### src/rtl/gmii_rx_frame_ctrl.sv
// GMII receive frame controller.
// Strips preamble/SFD, forwards frame bytes with start/end markers, reports
// frame length and error status, and flags false carrier and discarded bursts.
module gmii_rx_frame_ctrl #(
  parameter int MIN_LEN = 64,
  parameter int MAX_LEN = 1518
) (
  input  logic        rx_clk,
  input  logic        rst_n,
  input  logic [7:0]  rxd,
  input  logic        rx_dv,
  input  logic        rx_er,
  output logic [7:0]  rx_data,
  output logic        rx_valid,
  output logic        rx_sof,
  output logic        rx_eof,
  output logic [10:0] rx_frame_len,
  output logic        rx_frame_err,
  output logic        false_carrier,
  output logic        rx_drop
);

  localparam logic [10:0] MIN_L   = 11'(MIN_LEN);
  localparam logic [10:0] MAX_L   = 11'(MAX_LEN);
  localparam logic [10:0] CNT_SAT = 11'd2047;

  typedef enum logic [2:0] {
    IDLE     = 3'd0,
    PREAMBLE = 3'd1,
    DATA     = 3'd2,
    EXTEND   = 3'd3,
    DROP     = 3'd4
  } state_t;

  state_t      r_state;
  state_t      w_state_nx;
  logic [10:0] r_cnt;
  logic [10:0] w_cnt_nx;
  logic        r_err;
  logic        w_err_nx;
  logic        w_enter_data;
  logic        w_eof_err;

  logic [7:0]  r_data,  w_data_nx;
  logic        r_valid, w_valid_nx;
  logic        r_sof,   w_sof_nx;
  logic        r_eof,   w_eof_nx;
  logic [10:0] r_len,   w_len_nx;
  logic        r_ferr,  w_ferr_nx;
  logic        r_fc,    w_fc_nx;
  logic        r_drop,  w_drop_nx;

  // Classification of a byte seen while no frame is active (also used for
  // the first byte of a burst continuation out of carrier extension).
  function automatic state_t idle_rule(input logic [7:0] d);
    state_t s;
    case (d)
      8'h55:   s = PREAMBLE;
      8'hD5:   s = DATA;
      default: s = DROP;
    endcase
    return s;
  endfunction

  // Byte counter increment that sticks at the 11-bit ceiling.
  function automatic logic [10:0] sat_inc(input logic [10:0] c);
    return (c == CNT_SAT) ? c : c + 11'd1;
  endfunction

  assign w_eof_err    = r_err | (r_cnt < MIN_L) | (r_cnt > MAX_L);
  assign w_enter_data = (w_state_nx == DATA) && (r_state != DATA);

  // Next-state, counter/error update and next output values.
  always_comb begin
    w_state_nx = r_state;
    w_cnt_nx   = r_cnt;
    w_err_nx   = r_err;
    w_data_nx  = r_data;
    w_valid_nx = 1'b0;
    w_sof_nx   = 1'b0;
    w_eof_nx   = 1'b0;
    w_len_nx   = 11'd0;
    w_ferr_nx  = 1'b0;
    w_fc_nx    = 1'b0;
    w_drop_nx  = 1'b0;
    case (r_state)
      IDLE: begin
        if (rx_dv) begin
          w_state_nx = idle_rule(rxd);
        end else if (rx_er && (rxd == 8'h0E)) begin
          w_fc_nx = 1'b1;
        end else begin
          w_state_nx = IDLE;
        end
      end
      PREAMBLE: begin
        if (rx_dv) begin
          w_state_nx = idle_rule(rxd);
        end else begin
          w_state_nx = IDLE;
        end
      end
      DATA: begin
        if (rx_dv) begin
          w_cnt_nx = sat_inc(r_cnt);
          if (rx_er) begin
            w_err_nx = 1'b1;
          end else begin
            w_err_nx = r_err;
          end
          if (r_cnt < MAX_L) begin
            w_valid_nx = 1'b1;
            w_data_nx  = rxd;
            w_sof_nx   = (r_cnt == 11'd0);
          end else begin
            w_valid_nx = 1'b0;
          end
        end else if (rx_er && (rxd == 8'h0F)) begin
          // Carrier extension: end-of-frame is reported when it finishes.
          w_state_nx = EXTEND;
        end else begin
          w_eof_nx   = 1'b1;
          w_len_nx   = r_cnt;
          w_ferr_nx  = w_eof_err;
          w_state_nx = IDLE;
        end
      end
      EXTEND: begin
        if (rx_dv) begin
          // Burst continuation: close this frame, classify the new byte.
          w_eof_nx   = 1'b1;
          w_len_nx   = r_cnt;
          w_ferr_nx  = w_eof_err;
          w_state_nx = idle_rule(rxd);
        end else if (rx_er) begin
          if (rxd == 8'h1F) begin
            w_err_nx = 1'b1;
          end else begin
            w_err_nx = r_err;
          end
        end else begin
          w_eof_nx   = 1'b1;
          w_len_nx   = r_cnt;
          w_ferr_nx  = w_eof_err;
          w_state_nx = IDLE;
        end
      end
      DROP: begin
        if (!rx_dv && !(rx_er && (rxd == 8'h0F))) begin
          w_drop_nx  = 1'b1;
          w_state_nx = IDLE;
        end else begin
          w_state_nx = DROP;
        end
      end
      default: begin
        w_state_nx = IDLE;
      end
    endcase
  end

  // State, frame counter and sticky error registers; counter/error restart
  // whenever a new frame body begins.
  always_ff @(posedge rx_clk or negedge rst_n) begin
    if (!rst_n) begin
      r_state <= IDLE;
      r_cnt   <= 11'd0;
      r_err   <= 1'b0;
    end else begin
      r_state <= w_state_nx;
      if (w_enter_data) begin
        r_cnt <= 11'd0;
        r_err <= 1'b0;
      end else begin
        r_cnt <= w_cnt_nx;
        r_err <= w_err_nx;
      end
    end
  end

  // Registered outputs, one rx_clk behind the sampled inputs.
  always_ff @(posedge rx_clk or negedge rst_n) begin
    if (!rst_n) begin
      r_data  <= 8'd0;
      r_valid <= 1'b0;
      r_sof   <= 1'b0;
      r_eof   <= 1'b0;
      r_len   <= 11'd0;
      r_ferr  <= 1'b0;
      r_fc    <= 1'b0;
      r_drop  <= 1'b0;
    end else begin
      r_data  <= w_data_nx;
      r_valid <= w_valid_nx;
      r_sof   <= w_sof_nx;
      r_eof   <= w_eof_nx;
      r_len   <= w_len_nx;
      r_ferr  <= w_ferr_nx;
      r_fc    <= w_fc_nx;
      r_drop  <= w_drop_nx;
    end
  end

  assign rx_data       = r_data;
  assign rx_valid      = r_valid;
  assign rx_sof        = r_sof;
  assign rx_eof        = r_eof;
  assign rx_frame_len  = r_len;
  assign rx_frame_err  = r_ferr;
  assign false_carrier = r_fc;
  assign rx_drop       = r_drop;

endmodule
### config.mk
export PLATFORM = sky130hd
export DESIGN_NAME = gmii_rx_frame_ctrl
export DESIGN_NICKNAME = d
export VERILOG_FILES = /design/src/rtl/gmii_rx_frame_ctrl.sv
export SDC_FILE = /design/constraint.sdc
export NUM_CORES = 1
export LEC_CHECK = 0
export CAP_MARGIN = 25
export CORE_UTILIZATION = 38
export DETAILED_ROUTE_END_ITERATION = 7
export PLACE_DENSITY = 0.71
export SETUP_SLACK_MARGIN = 0.05
export SYNTH_ARGS = -nofsm -noshare
export SYNTH_HDL_FRONTEND = slang
export SYNTH_SLANG_ARGS = --single-unit
### constraint.sdc
create_clock -name rx_clk -period 1.5 [get_ports rx_clk]
set_input_delay 0.375 -clock rx_clk [delete_from_list [all_inputs] [get_ports rx_clk]]
set_output_delay 0.375 -clock rx_clk [all_outputs]
set_load 0.01 [all_outputs]
==> results by group, run 1 <==
Worst setup path
  • RR Startpoint: r_cnt[1]
  • Worst-path cell chain: buf_4 -> and4_4 -> nand3_4 -> or4_1 -> a21oi_1
  • Worst R2R Path Depth: 5
  • CP required: 1.72 ns
  • Setup CP Type: flop to flop
  • Worst EP arrival: 1.82 ns
  • CP max stage cell: or4_1
  • Max FO, Critical Path: 6
  • Max incr delay on CP: 0.48 ns
  • CP startpoint kind: flop
  • Reg-to-Reg End: r_cnt[9]
  • Setup crit end kind: flop
  • Reg-to-reg slack, setup: -0.10 ns

Yosys
  • Dominant cell type by area after synthesis: dfrtp_1
  • Post-synth EDFFs: 0
  • FF+latch count, synth: 40
  • Syn Inst Count: 164
  • Sequential fraction of the synthesis area: 53.58%
  • Ys async rst share: 100.0%
  • Syn Area/Cell: 11.39 µm²
  • Mapped Area: 0.001868 mm²
  • Yosys warning total: 0
  • Syn Nets: 178
  • Top_reg_cell synth: dfrtp_1
  • Share of the synthesized area in the top cell type: 53.58%
  • List of most frequent post-synthesis cells: dfrtp_1, nor2_1, and2_1, mux2_1, nand2_1
  • Most common cell in the netlist: dfrtp_1
  • Synth top area cells: dfrtp_1, mux2_1, and2_1
  • Distinct cells, synth: 46

GRT
  • Total track usage: 20.21%
  • Largest net degree at the start of global routing: 27
  • First-pass GRT wire length: 7976 µm
  • Overflow after GRT: 0
  • Initial antenna violation count: 0
  • Number of global-route vias before repair: 1632

Worst hold path
  • HP Start: rxd[0]
  • Hold EP: rx_data[0]
  • Hold path cells: 2
  • HP Class: input port to flop

Floorplan
  • Die area: 0.005201 mm²
  • # IOs: 37
  • Die width: 72.12 µm
  • Starting Density: 39.55%
  • Core area: 0.004723 mm²
  • Die H: 72.12 µm
  • Std cell rows: 25

CTS
  • CTS tree: done
  • Root buffer cell: clkbuf_8
  • Cts bufs inserted: 5
  • Clk_lat worst skew: 0.30 ns
  • Clock tree buffer depth: 2
  • Clock transition at path regs: 0.08 ns
  • CTS H-tree depth: 2
  • CTS sink cnt: 40

Placement
  • I/O Buffers: 36
  • Placed cell area: 0.002552 mm²
  • Placer congestion estimate: 0.8198
  • DP HPWL: 2977 µm

Run status
  • Violated checks: setup timing
  • Status: finished with violations

Timing
  • Slew @ Worst Pin: 0.3990 ns
  • Rel. slew slack: 73.32%
  • Final worst slack: -0.1004 ns
  • Clk_skew: 0.009556 ns
  • # setup viols final: 15
  • Fin crit share: 106.7%
  • Max Slew Vio Count: 0
  • RSZ-0062 raised after global routing: yes
  • Hold Fails Final Rpt: 0
  • Fmax: 624.8 MHz
  • Min cycle time layout: 1.600 ns

Layout
  • Multi-input logic area: 0.001099 mm²
  • Share of post-route cells with drive strength above 1: 45.45%
  • Design Area, Final: 0.003050 mm²
  • Ant diodes: 0
  • P&R area growth vs syn: 63.30%
  • Final Util: 64.58%
  • Filler instances: 345
  • Layout Nets: 266
  • FF+latch area: 0.001006 mm²

Route
  • WL final: 5392 µm
  • DRC Markers: 0
  • Initial drt markers: 103
  • Post-route ant nets: 0
  • Detailed-route via count: 1711
  • DR vias/cell: 5.347
  • Drt first pass iters: 4
  • DR WL/cell: 16.85 µm

Power
  • Internal Pwr Total: 0.001796 W
  • Max IR drop VDD: 0.3987 mV
  • Comb pwr share: 10.2%
  • Flop pwr share: 48.1%
  • Lkg Pwr: 1.444 nW
  • Pwr Total: 0.002306 W
  • P per Cell Area: 756.1 mW/mm²
  • Sw Share: 22.14%
  • NetSw: 0.0005106 W
  • Clock share of power: 41.7%

Flow run
  • Max cap viols: 0
## cells in the final DEF (no fill, tap or decap), types with 3 or more instances in the layout
| master | count |
|---|---|
| and2_1 | 11 |
| mux2_4 | 8 |
| nand4_1 | 3 |
| nor2_4 | 3 |
| buf_4 | 42 |
| a31oi_1 | 3 |
| clkbuf_8 | 7 |
| dlygate4sd2_1 | 30 |
| dfrtp_1 | 36 |
| nor4_2 | 3 |
| dfrtp_2 | 4 |
| or4_1 | 3 |
| o21a_1 | 3 |
| a21oi_2 | 3 |
| nor2_1 | 9 |
| a21oi_1 | 3 |
| nand2_1 | 6 |
| buf_6 | 6 |
| inv_1 | 3 |
| nor3_2 | 3 |
| xnor2_1 | 4 |
## worst max-delay path, delay by kind of cell, from the launching register on
| family | cells | cell delay [ns] |
|---|---|---|
| AO/OA/AOI/OAI | 1 | 0.15 |
| buffers and inverters | 1 | 0.17 |
| flip-flops | 1 | 0.37 |
| AND/OR/NAND/NOR | 3 | 0.82 |
## cells by family (layout without fill, tap and decap cells)
family	count (synthesis)	in the layout	synth area share, %
AOI/OAI and AO/OA	29	30	12.32
xor gates and xnor gates	4	4	1.875
adders and majority gates	2	2	1.339
buffers and inverters	11	98	2.746
DFF	40	40	53.58
muxes	9	9	5.359
and+or+nand+nor	69	70	22.77
## stage by stage
| stage | setup WS, ns | hold slack [ns] | TNS [ns] | instances |
|---|---|---|---|---|
| 2_1_floorplan | -0.02599 | 0.07941 | -0.2535 | 164 |
| 3_3_place_gp | -0.5758 | 0.3134 | -19.79 | 291 |
| 3_5_place_dp | -0.6027 | 0.3136 | -20.41 | 291 |
| 4_1_cts | -0.04677 | 0.4076 | -0.2182 | 313 |
| 5_1_grt | -0.1255 | 0.3617 | -1.617 | 320 |
| 6_report | -0.1004 | 0.3576 | -0.6695 | 320 |
## worst max path at each step
stage,slack (ns),depth (start not counted),startpoint,to
4_1_cts,-0.05,5,r_cnt[1],r_cnt[7]
3_3_place_gp,-0.58,5,rxd[0],r_cnt[2]
3_5_place_dp,-0.60,5,rxd[0],r_cnt[2]
6_report,-0.10,5,r_cnt[1],r_cnt[9]
5_1_grt,-0.13,5,r_cnt[1],r_cnt[9]
2_1_floorplan,-0.03,5,rxd[5],r_cnt[7]
## per-layer routing
layer | GRT usage (%) | routed length, µm
met1 | 24.73 | 2238
met2 | 33.54 | 2814
met3 | 4.583 | 201
met4 | 10.02 | 137
met5 | 0 | 0
## flip-flops by register name, summed over array words and instances, names as in the netlist
signal and cells:
rx_frame_len 11, rx_data 8, rx_valid 1, rx_drop 1, false_carrier 1, r_err 1, r_cnt 11, rx_frame_err 1
rx_sof 1, r_state 3, rx_eof 1
## power groups by stage
| stage | combinational, W | sequential [W] | clock, W |
|---|---|---|---|
| after floorplan | 0.0000543 | 0.00114 | 0 |
| after global placement | 0.000203 | 0.00113 | 0 |
| after detailed placement | 0.000204 | 0.00113 | 0 |
| after CTS | 0.000222 | 0.00111 | 0.000964 |
| after global routing | 0.000253 | 0.00111 | 0.00101 |
| final | 0.000235 | 0.00111 | 0.000962 |
## final cells by class
class | instances | area share (%)
clock buffer | 7 | 3.158
clock inverter | 1 | 0.9844
inverter | 4 | 0.6563
multi-input combinational | 115 | 36.01
sequential | 40 | 32.98
tap | 67 | 2.748
timing repair buffer | 86 | 23.46
## timing repair
action / 4_1_cts / 5_1_grt
resized for setup: 80 / 17
hold buffers: 1 / 0
endpoints found under the setup margin: 65 / 36
setup buffers: 10 / 8
endpoints found under the hold margin: 12 / 0
pin swaps: 28 / 14
gates cloned: 3 / 0
Power figures use the tool's default switching activity.
==> run 2: changes to the inputs <==
--- a/config.mk
+++ b/config.mk
@@ -6,6 +6,7 @@
 export NUM_CORES = 1
 export LEC_CHECK = 0
 export CAP_MARGIN = 25
+export CORE_ASPECT_RATIO = 0.6
 export CORE_UTILIZATION = 38
 export DETAILED_ROUTE_END_ITERATION = 7
 export PLACE_DENSITY = 0.71
==> run 2 against run 1 <==
Compared with the run above: the run still ends with setup timing left; core utilization is 2.3 points higher; register-to-register slack better by 0.05 ns; critical path type unchanged; global-route usage is 2.7 points higher; largest cell class unchanged; critical endpoint is now r_cnt[1]; non-clock buffer count is 5 higher.
==> results by group, run 2 (synthesized netlist as in run 1, its figures left out) <==
Layout
  • Final Util: 66.88% (was 64.58%)
  • Commonest non-fill, non-tap cell in the layout: buf_4 (unchanged)
  • Ant diodes: 0 (unchanged)
  • Share of post-route cells with drive strength above 1: 47.27% (was 45.45%)
  • Layout Nets: 270 (was 266)
  • Filler instances: 348 (was 345)
  • P&R area growth vs syn: 65.97% (was 63.30%)
  • Design Area, Final: 0.003100 mm² (was 0.003050 mm²)
  • Most frequent cells in the layout: buf_4, dfrtp_1, dlygate4sd2_1, nor2_1 (was buf_4, dfrtp_1, dlygate4sd2_1, and2_1, nor2_1)
  • Final std cells w/o fill: 319 (was 320)

Worst setup path
  • CP required: 1.69 ns (was 1.72 ns)
  • Setup CP Type: flop to flop (unchanged)
  • CP startpoint: r_cnt[4] (was r_cnt[1])
  • RR Startpoint: r_cnt[4] (was r_cnt[1])
  • Max incr delay on CP: 0.47 ns (was 0.48 ns)
  • Worst EP arrival: 1.74 ns (was 1.82 ns)
  • CP startpoint kind: flop (unchanged)
  • Max FO, Critical Path: 5 (was 6)
  • Worst-path cell chain: nand4_1 -> buf_4 -> o31ai_4 -> mux2i_1 -> nor2_1 (was buf_4 -> and4_4 -> nand3_4 -> or4_1 -> a21oi_1)
  • Setup crit end kind: flop (unchanged)
  • CP max stage cell: dfrtp_1 (was or4_1)

Flow run
  • Max cap viols: 0 (unchanged)

Timing
  • Fmax: 646.3 MHz (was 624.8 MHz)
  • Slew @ Worst Pin: 0.3912 ns (was 0.3990 ns)
  • Final worst slack: -0.04724 ns (was -0.1004 ns)
  • Fin crit share: 103.1% (was 106.7%)
  • # setup viols final: 12 (was 15)
  • Min cycle time layout: 1.547 ns (was 1.600 ns)
  • Final TNS setup: -0.3377 ns (was -0.6695 ns)
  • Clk_skew: 0.005121 ns (was 0.009556 ns)
  • RSZ-0062 raised after global routing: yes (unchanged)
  • Max Slew Vio Count: 0 (unchanged)
  • Rel. slew slack: 73.92% (was 73.32%)
  • Hold Fails Final Rpt: 0 (unchanged)

Power
  • P per Cell Area: 662.0 mW/mm² (was 756.1 mW/mm²)
  • Max IR drop VDD: 0.3865 mV (was 0.3987 mV)
  • Pwr Total: 0.002052 W (was 0.002306 W)
  • Lkg Pwr: 1.515 nW (was 1.444 nW)

Route
  • WL final: 5684 µm (was 5392 µm)
  • Post-route ant nets: 0 (unchanged)
  • DRC Markers: 0 (unchanged)
  • Detailed-route via count: 1775 (was 1711)
  • Drt first pass iters: 4 (unchanged)
  • DR vias/cell: 5.564 (was 5.347)
  • DR WL/cell: 17.82 µm (was 16.85 µm)
  • Initial drt markers: 124 (was 103)

CTS
  • Clock transition at path regs: 0.08 ns (about the same)
  • CTS tree: done (unchanged)
  • Clk_lat worst skew: 0.30 ns (about the same)
  • Cts bufs inserted: 5 (unchanged)
  • Clock tree buffer depth: 2 (unchanged)
  • CTS H-tree depth: 2 (unchanged)
  • CTS sink cnt: 40 (unchanged)
  • Root buffer cell: clkbuf_8 (unchanged)

Placement
  • Placed Cells: 292 (was 291)
  • I/O Buffers: 36 (unchanged)
  • Placed cell area: 0.002597 mm² (was 0.002552 mm²)
  • Placer congestion estimate: 0.8937 (was 0.8198)
  • DP HPWL: 3426 µm (was 2977 µm)

Floorplan
  • Starting Density: 40.30% (was 39.55%)
  • Die H: 56.31 µm (was 72.12 µm)
  • Die area: 0.005210 mm² (was 0.005201 mm²)
  • Std cell rows: 19 (was 25)
  • Die width: 92.52 µm (was 72.12 µm)
  • Core area: 0.004636 mm² (was 0.004723 mm²)
  • # IOs: 37 (unchanged)

GRT
  • Number of global-route vias before repair: 1727 (was 1632)
  • First-pass GRT wire length: 8845 µm (was 7976 µm)
  • Total track usage: 22.90% (was 20.21%)
  • Initial antenna violation count: 0 (unchanged)
  • Largest net degree at the start of global routing: 24 (was 27)
  • Overflow after GRT: 0 (unchanged)

Run status
  • Violated checks: setup timing (unchanged)
  • Status: finished with violations (unchanged)

Worst hold path
  • HP Class: input port to flop (unchanged)
  • HP Start: rxd[5] (was rxd[0])
-- run 2: per-layer routing --
metal  routed length, µm  global-route usage [%]  part of all wire (%)  vias to the layer above
met4                 171                   11.38                   3.0                        0
li1                    -                       -                     -                      798
met3                 358                   5.014                   6.3                       20
met1                2736                   34.30                    48                      891
met2                2418                   30.90                    43                       66
met5                   0                       0                     0                        -
-- run 2: area by class of cell --
| cell class | count | area (µm²) | share of cell area [%] |
|---|---|---|---|
| multi-input combinational | 114 | 1105 | 35.63 |
| sequential | 40 | 1003 | 32.36 |
| timing repair buffer | 91 | 814.5 | 26.27 |
| tap | 63 | 78.83 | 2.542 |
| clock buffer | 5 | 68.82 | 2.220 |
| inverter | 4 | 17.52 | 0.5650 |
| clock inverter | 2 | 12.51 | 0.4036 |
-- run 2: report_power, final --
group,internal (W),total (W),switching [W]
Sequential,0.00110,0.00111,0.0000123
Combinational,0.000117,0.000248,0.000130
Clock,0.000315,0.000695,0.000380
-- run 2: path summary, 6_finish.rpt --
path	endpoint	slack (ns)	cells after the start
max	r_cnt[1]	-0.05	5
min	rx_data[5]	0.33	2
max reg2reg	r_cnt[1]	-0.05	5
min reg2reg	rx_data[3]	0.51	1
max in group asynchronous	r_cnt[2]	0.50	3
min in group asynchronous	rx_data[2]	0.53	2
-- run 2: stage by stage --
| stage | hold WS [ns] | setup WS, ns |
|---|---|---|
| after global placement | 0.3222 | -0.5682 |
| after detailed placement | 0.3211 | -0.5953 |
| final | 0.3266 | -0.04724 |
| after CTS | 0.3216 | -0.01069 |
| after global routing | 0.3227 | -0.1552 |
| after floorplan | 0.07941 | -0.02599 |
-- run 2: critical path: cells and delay by family, from the launching register on --
family	cells	cell delay (ns)
mux	1	0.23
buf+inv	1	0.21
compound gates	1	0.24
simple gates	2	0.29
flops	1	0.47
-- run 2: timing repair --
item,in CTS,in global routing
endpoints found under the setup margin,63,33
hold buffers,1,0
hold endpoints to repair,17,0
gates resized for setup,87,25
pin swaps,16,19
buffers inserted,11,7
cloned,2,1
==> run 3: changes to the inputs <==
--- a/config.mk
+++ b/config.mk
@@ -6,10 +6,12 @@
 export NUM_CORES = 1
 export LEC_CHECK = 0
 export CAP_MARGIN = 25
+export CELL_PAD_IN_SITES_DETAIL_PLACEMENT = 2
+export CELL_PAD_IN_SITES_GLOBAL_PLACEMENT = 2
 export CORE_ASPECT_RATIO = 0.6
-export CORE_UTILIZATION = 38
+export CORE_UTILIZATION = 30
 export DETAILED_ROUTE_END_ITERATION = 7
-export PLACE_DENSITY = 0.71
+export PLACE_DENSITY = 0.82
 export SETUP_SLACK_MARGIN = 0.05
 export SYNTH_ARGS = -nofsm -noshare
 export SYNTH_HDL_FRONTEND = slang
==> run 3 against run 2 <==
Compared with the run above: the flow now stops in 5_1_grt; synthesized cell count is the same; area after synthesis is the same.
==> results by group, run 3 <==
Run status
  • Status: aborted with a tool error (was finished with violations)
  • Exit stage: 5_1_grt
  • Error msg: [ERROR DPL-0033] detailed placement checks failed during check placement.

CTS
  • Hold Buf Count CTS: 0 (was 1)
  • CTS H-tree depth: 2 (unchanged)
  • Root buffer cell: clkbuf_8 (unchanged)
  • Clock tree buffer depth: 2 (unchanged)
  • CTS sink cnt: 40 (unchanged)
  • Cts bufs inserted: 5 (unchanged)

Floorplan
  • # IOs: 37 (unchanged)
  • Std cell rows: 21 (was 19)
  • Die width: 103.9 µm (was 92.52 µm)
  • Die H: 63.13 µm (was 56.31 µm)
  • Starting Density: 32.32% (was 40.30%)

Yosys
  • List of most frequent post-synthesis cells: dfrtp_1, nor2_1, and2_1, mux2_1, nand2_1 (unchanged)
  • Post-synth EDFFs: 0 (unchanged)
  • Share of the synthesized area in the top cell type: 53.58% (unchanged)
  • Distinct cells, synth: 46 (unchanged)
  • Ys async rst share: 100.0% (unchanged)
  • FF+latch count, synth: 40 (unchanged)
  • Dominant cell type by area after synthesis: dfrtp_1 (unchanged)
  • Most common cell in the netlist: dfrtp_1 (unchanged)
  • Synth top area cells: dfrtp_1, mux2_1, and2_1 (unchanged)
  • Syn Area/Cell: 11.39 µm² (unchanged)
  • Top_reg_cell synth: dfrtp_1 (unchanged)
  • Syn Inst Count: 164 (unchanged)
  • Mapped Area: 0.001868 mm² (unchanged)
  • Syn Nets: 178 (unchanged)
  • Yosys warning total: 0 (unchanged)
  • Sequential fraction of the synthesis area: 53.58% (unchanged)

Placement
  • DP HPWL: 4985 µm (was 3426 µm)
  • Placed cell area: 0.002664 mm² (was 0.002597 mm²)
  • I/O Buffers: 36 (unchanged)
  • Placer congestion estimate: 0.8364 (was 0.8937)

GRT
  • Initial antenna violation count: 0
  • Largest net degree at the start of global routing: 41

Timing
  • GR repair worst EP: r_cnt[9]$_DFFE_PN0P_/D
  • Worst_ep kind: sequential cell input
-- run 3: cell counts after synthesis --
Identical to the previous run, type by type.
-- run 3: what timing repair did --
item,CTS
gates resized for setup,105
gates cloned,3
endpoints found under the setup margin,65
setup buffers,12
pin swaps,19
-- run 3: through the flow --
step                      TNS [ns]  hold WS (ns)  instances  worst slack (ns)
after floorplan            -0.2535       0.07941        164          -0.02599
after global placement      -20.25        0.3618        315           -0.5696
after detailed placement    -23.64        0.3766        315           -0.7246
after CTS                  -0.6367       0.02735        338          -0.08327
-- run 3: kinds of logic after synthesis --
group                    synth area share, %
AND/OR/NAND/NOR                        22.77
adder cells (fa/ha/maj)                1.339
flip-flops                             53.58
buffers and inverters                  2.746
XOR/XNOR                               1.875
multiplexers                           5.359
AO/OA/AOI/OAI                          12.32
==> run 4: changes to the inputs <==
==> config.mk (replaced) <==
export PLATFORM = sky130hd
export DESIGN_NAME = gmii_rx_frame_ctrl
export DESIGN_NICKNAME = d
export VERILOG_FILES = /design/src/rtl/gmii_rx_frame_ctrl.sv
export SDC_FILE = /design/constraint.sdc
export NUM_CORES = 1
export LEC_CHECK = 0
export CAP_MARGIN = 25
export CORE_UTILIZATION = 23
export DETAILED_ROUTE_END_ITERATION = 7
export PLACE_DENSITY_LB_ADDON = 0.15
export SYNTH_ARGS = -nofsm -noshare
export SYNTH_HDL_FRONTEND = slang
export SYNTH_SLANG_ARGS = --single-unit
==> constraint.sdc (replaced) <==
create_clock -name rx_clk -period 2 [get_ports rx_clk]
set_input_delay 0.5 -clock rx_clk [delete_from_list [all_inputs] [get_ports rx_clk]]
set_output_delay 0.5 -clock rx_clk [all_outputs]
set_load 0.01 [all_outputs]
==> run 4 against run 3 <==
Compared with the run above: the flow now finishes without violations.
==> results by group, run 4 (synthesized netlist as in run 1, its figures left out) <==
Power
  • Pwr Total: 0.001639 W
  • Comb pwr share: 8.4%
  • Flop pwr share: 51.1%
  • Max IR drop VDD: 0.2404 mV
  • P per Cell Area: 626.8 mW/mm²
  • NetSw: 0.0003734 W
  • Internal Pwr Total: 0.001266 W
  • Lkg Pwr: 1.110 nW
  • Sw Share: 22.78%
  • Clock share of power: 40.5%

GRT
  • Overflow after GRT: 0
  • Total track usage: 11.43%
  • Number of global-route vias before repair: 1495
  • Largest net degree at the start of global routing: 41
  • First-pass GRT wire length: 7445 µm
  • Initial antenna violation count: 0

Placement
  • Placed cell area: 0.002477 mm² (was 0.002664 mm²)
  • Pre-CTS WS: -0.2845 ns (was -0.7246 ns)
  • I/O Buffers: 36 (unchanged)
  • Placer congestion estimate: 0.7674 (was 0.8364)
  • Placed Cells: 315 (unchanged)
  • DP HPWL: 3135 µm (was 4985 µm)

CTS
  • CTS tree: done
  • Cts bufs inserted: 5 (unchanged)
  • Clock tree buffer depth: 2 (unchanged)
  • CTS sink cnt: 40 (unchanged)
  • Clock transition at path regs: 0.08 ns
  • Root buffer cell: clkbuf_8 (unchanged)
  • CTS H-tree depth: 2 (unchanged)
  • Clk_lat worst skew: 0.30 ns
  • Setup Fix Bufs, Post-CTS: 0 (was 12)

Route
  • WL final: 4430 µm
  • Post-route ant nets: 0
  • Detailed-route via count: 1461
  • Drt first pass iters: 4
  • DRC Markers: 0
  • DR vias/cell: 4.523
  • Initial drt markers: 53
  • DR WL/cell: 13.72 µm

Timing
  • Max Slew Vio Count: 0
  • Fin crit share: 93.72%
  • Min cycle time layout: 1.874 ns
  • Rel. slew slack: 71.51%
  • RSZ-0062 raised after global routing: no
  • Fin Hold WS: 0.1556 ns
  • Clk_skew: 0.007722 ns
  • Slew @ Worst Pin: 0.4273 ns
  • # setup viols final: 0
  • Final worst slack: 0.1255 ns
  • Fmax: 533.5 MHz
  • Hold Fails Final Rpt: 0

Worst setup path
  • Setup CP Type: input port to flop
  • Worst EP arrival: 2.06 ns
  • CP required: 2.18 ns
  • Max FO, Critical Path: 12
  • CP startpoint kind: input port
  • Setup crit end kind: flop

Run status
  • Status: finished, final reports clean (was aborted with a tool error)

Floorplan
  • # IOs: 37 (unchanged)
  • Std cell rows: 32 (was 21)
  • Die H: 92.12 µm (was 63.13 µm)
  • Core area: 0.007807 mm²
  • Starting Density: 23.93% (was 32.32%)
  • Die width: 92.12 µm (was 103.9 µm)
  • Die area: 0.008486 mm²

Layout
  • Final std cells w/o fill: 323
  • Design Area, Final: 0.002615 mm²
  • Most frequent cells in the layout: dfrtp_1, clkdlybuf4s50_1, buf_4, nor2_1, and2_1
  • Commonest non-fill, non-tap cell in the layout: dfrtp_1
  • P&R area growth vs syn: 39.99%
  • Layout Nets: 234
  • Share of post-route cells with drive strength above 1: 18.10%
  • Ant diodes: 0

Worst hold path
  • HP Class: input port to async pin

Flow run
  • Max cap viols: 0
## run 4: per-stage QoR
step	TNS, ns	utilization [%]
floorplan	0	-
detailed placement	-7.530	31.73
global placement	-6.664	31.73
global route	0	33.49
CTS	0	33.16
finish	0	33.49
## run 4: worst paths after layout
path | start | endpoint | slack (ns) | cells after the start
worst max-delay path | rxd[5] | r_cnt[3] | 0.13 | 6
worst min-delay path | rst_n | r_cnt[6] | 0.16 | 2
worst max register to register | r_cnt[1] | r_cnt[9] | 0.30 | 5
worst min register to register | rx_data[5] | rx_data[5] | 0.49 | 1
max in group asynchronous | rst_n | rx_data[5] | 1.64 | 2
min in group rx_clk | rx_data[5] | rx_data[5] | 0.49 | 1
## run 4: power groups by stage
stage / combinational, W / sequential [W] / clock (W)
floorplan: 0.0000363 / 0.000854 / 0
global placement: 0.000137 / 0.000853 / 0
detailed placement: 0.000138 / 0.000854 / 0
CTS: 0.000139 / 0.000837 / 0.000700
global route: 0.000154 / 0.000841 / 0.000727
finish: 0.000138 / 0.000837 / 0.000664
## run 4: cell type report
type / instances / area (µm²)
Clock buffer: 5 / 68.82
Clock inverter: 3 / 42.54
Fill cell: 808 / 5192
Inverter: 4 / 15.01
Multi-Input combinational cell: 113 / 838.3
Sequential cell: 40 / 1001
Tap cell: 102 / 127.6
Timing Repair Buffer: 56 / 521.8
## run 4: worst max-delay path, cell delays in order
cell	delay, ns
clkdlybuf4s50_1	0.43
nand3b_1	0.23
or4_4	0.52
nor2_1	0.15
buf_6	0.17
nor3_1	0.06
## run 4: repair_timing
action / 4_1_cts / 5_1_grt
gates resized for setup: 0 / 5
setup endpoints to repair: 0 / 14
endpoints found under the hold margin: 0 / 0
hold buffers: 0 / 0
## run 4: per-layer routing
layer / part of all wire, % / up-vias / global-route usage, %
met2: 46 / 33 / 16.67
met1: 49 / 699 / 15.84
li1: - / 722 / -
met3: 3.5 / 7 / 2.653
met4: 1.9 / 0 / 5.469
met5: 0 / - / 0
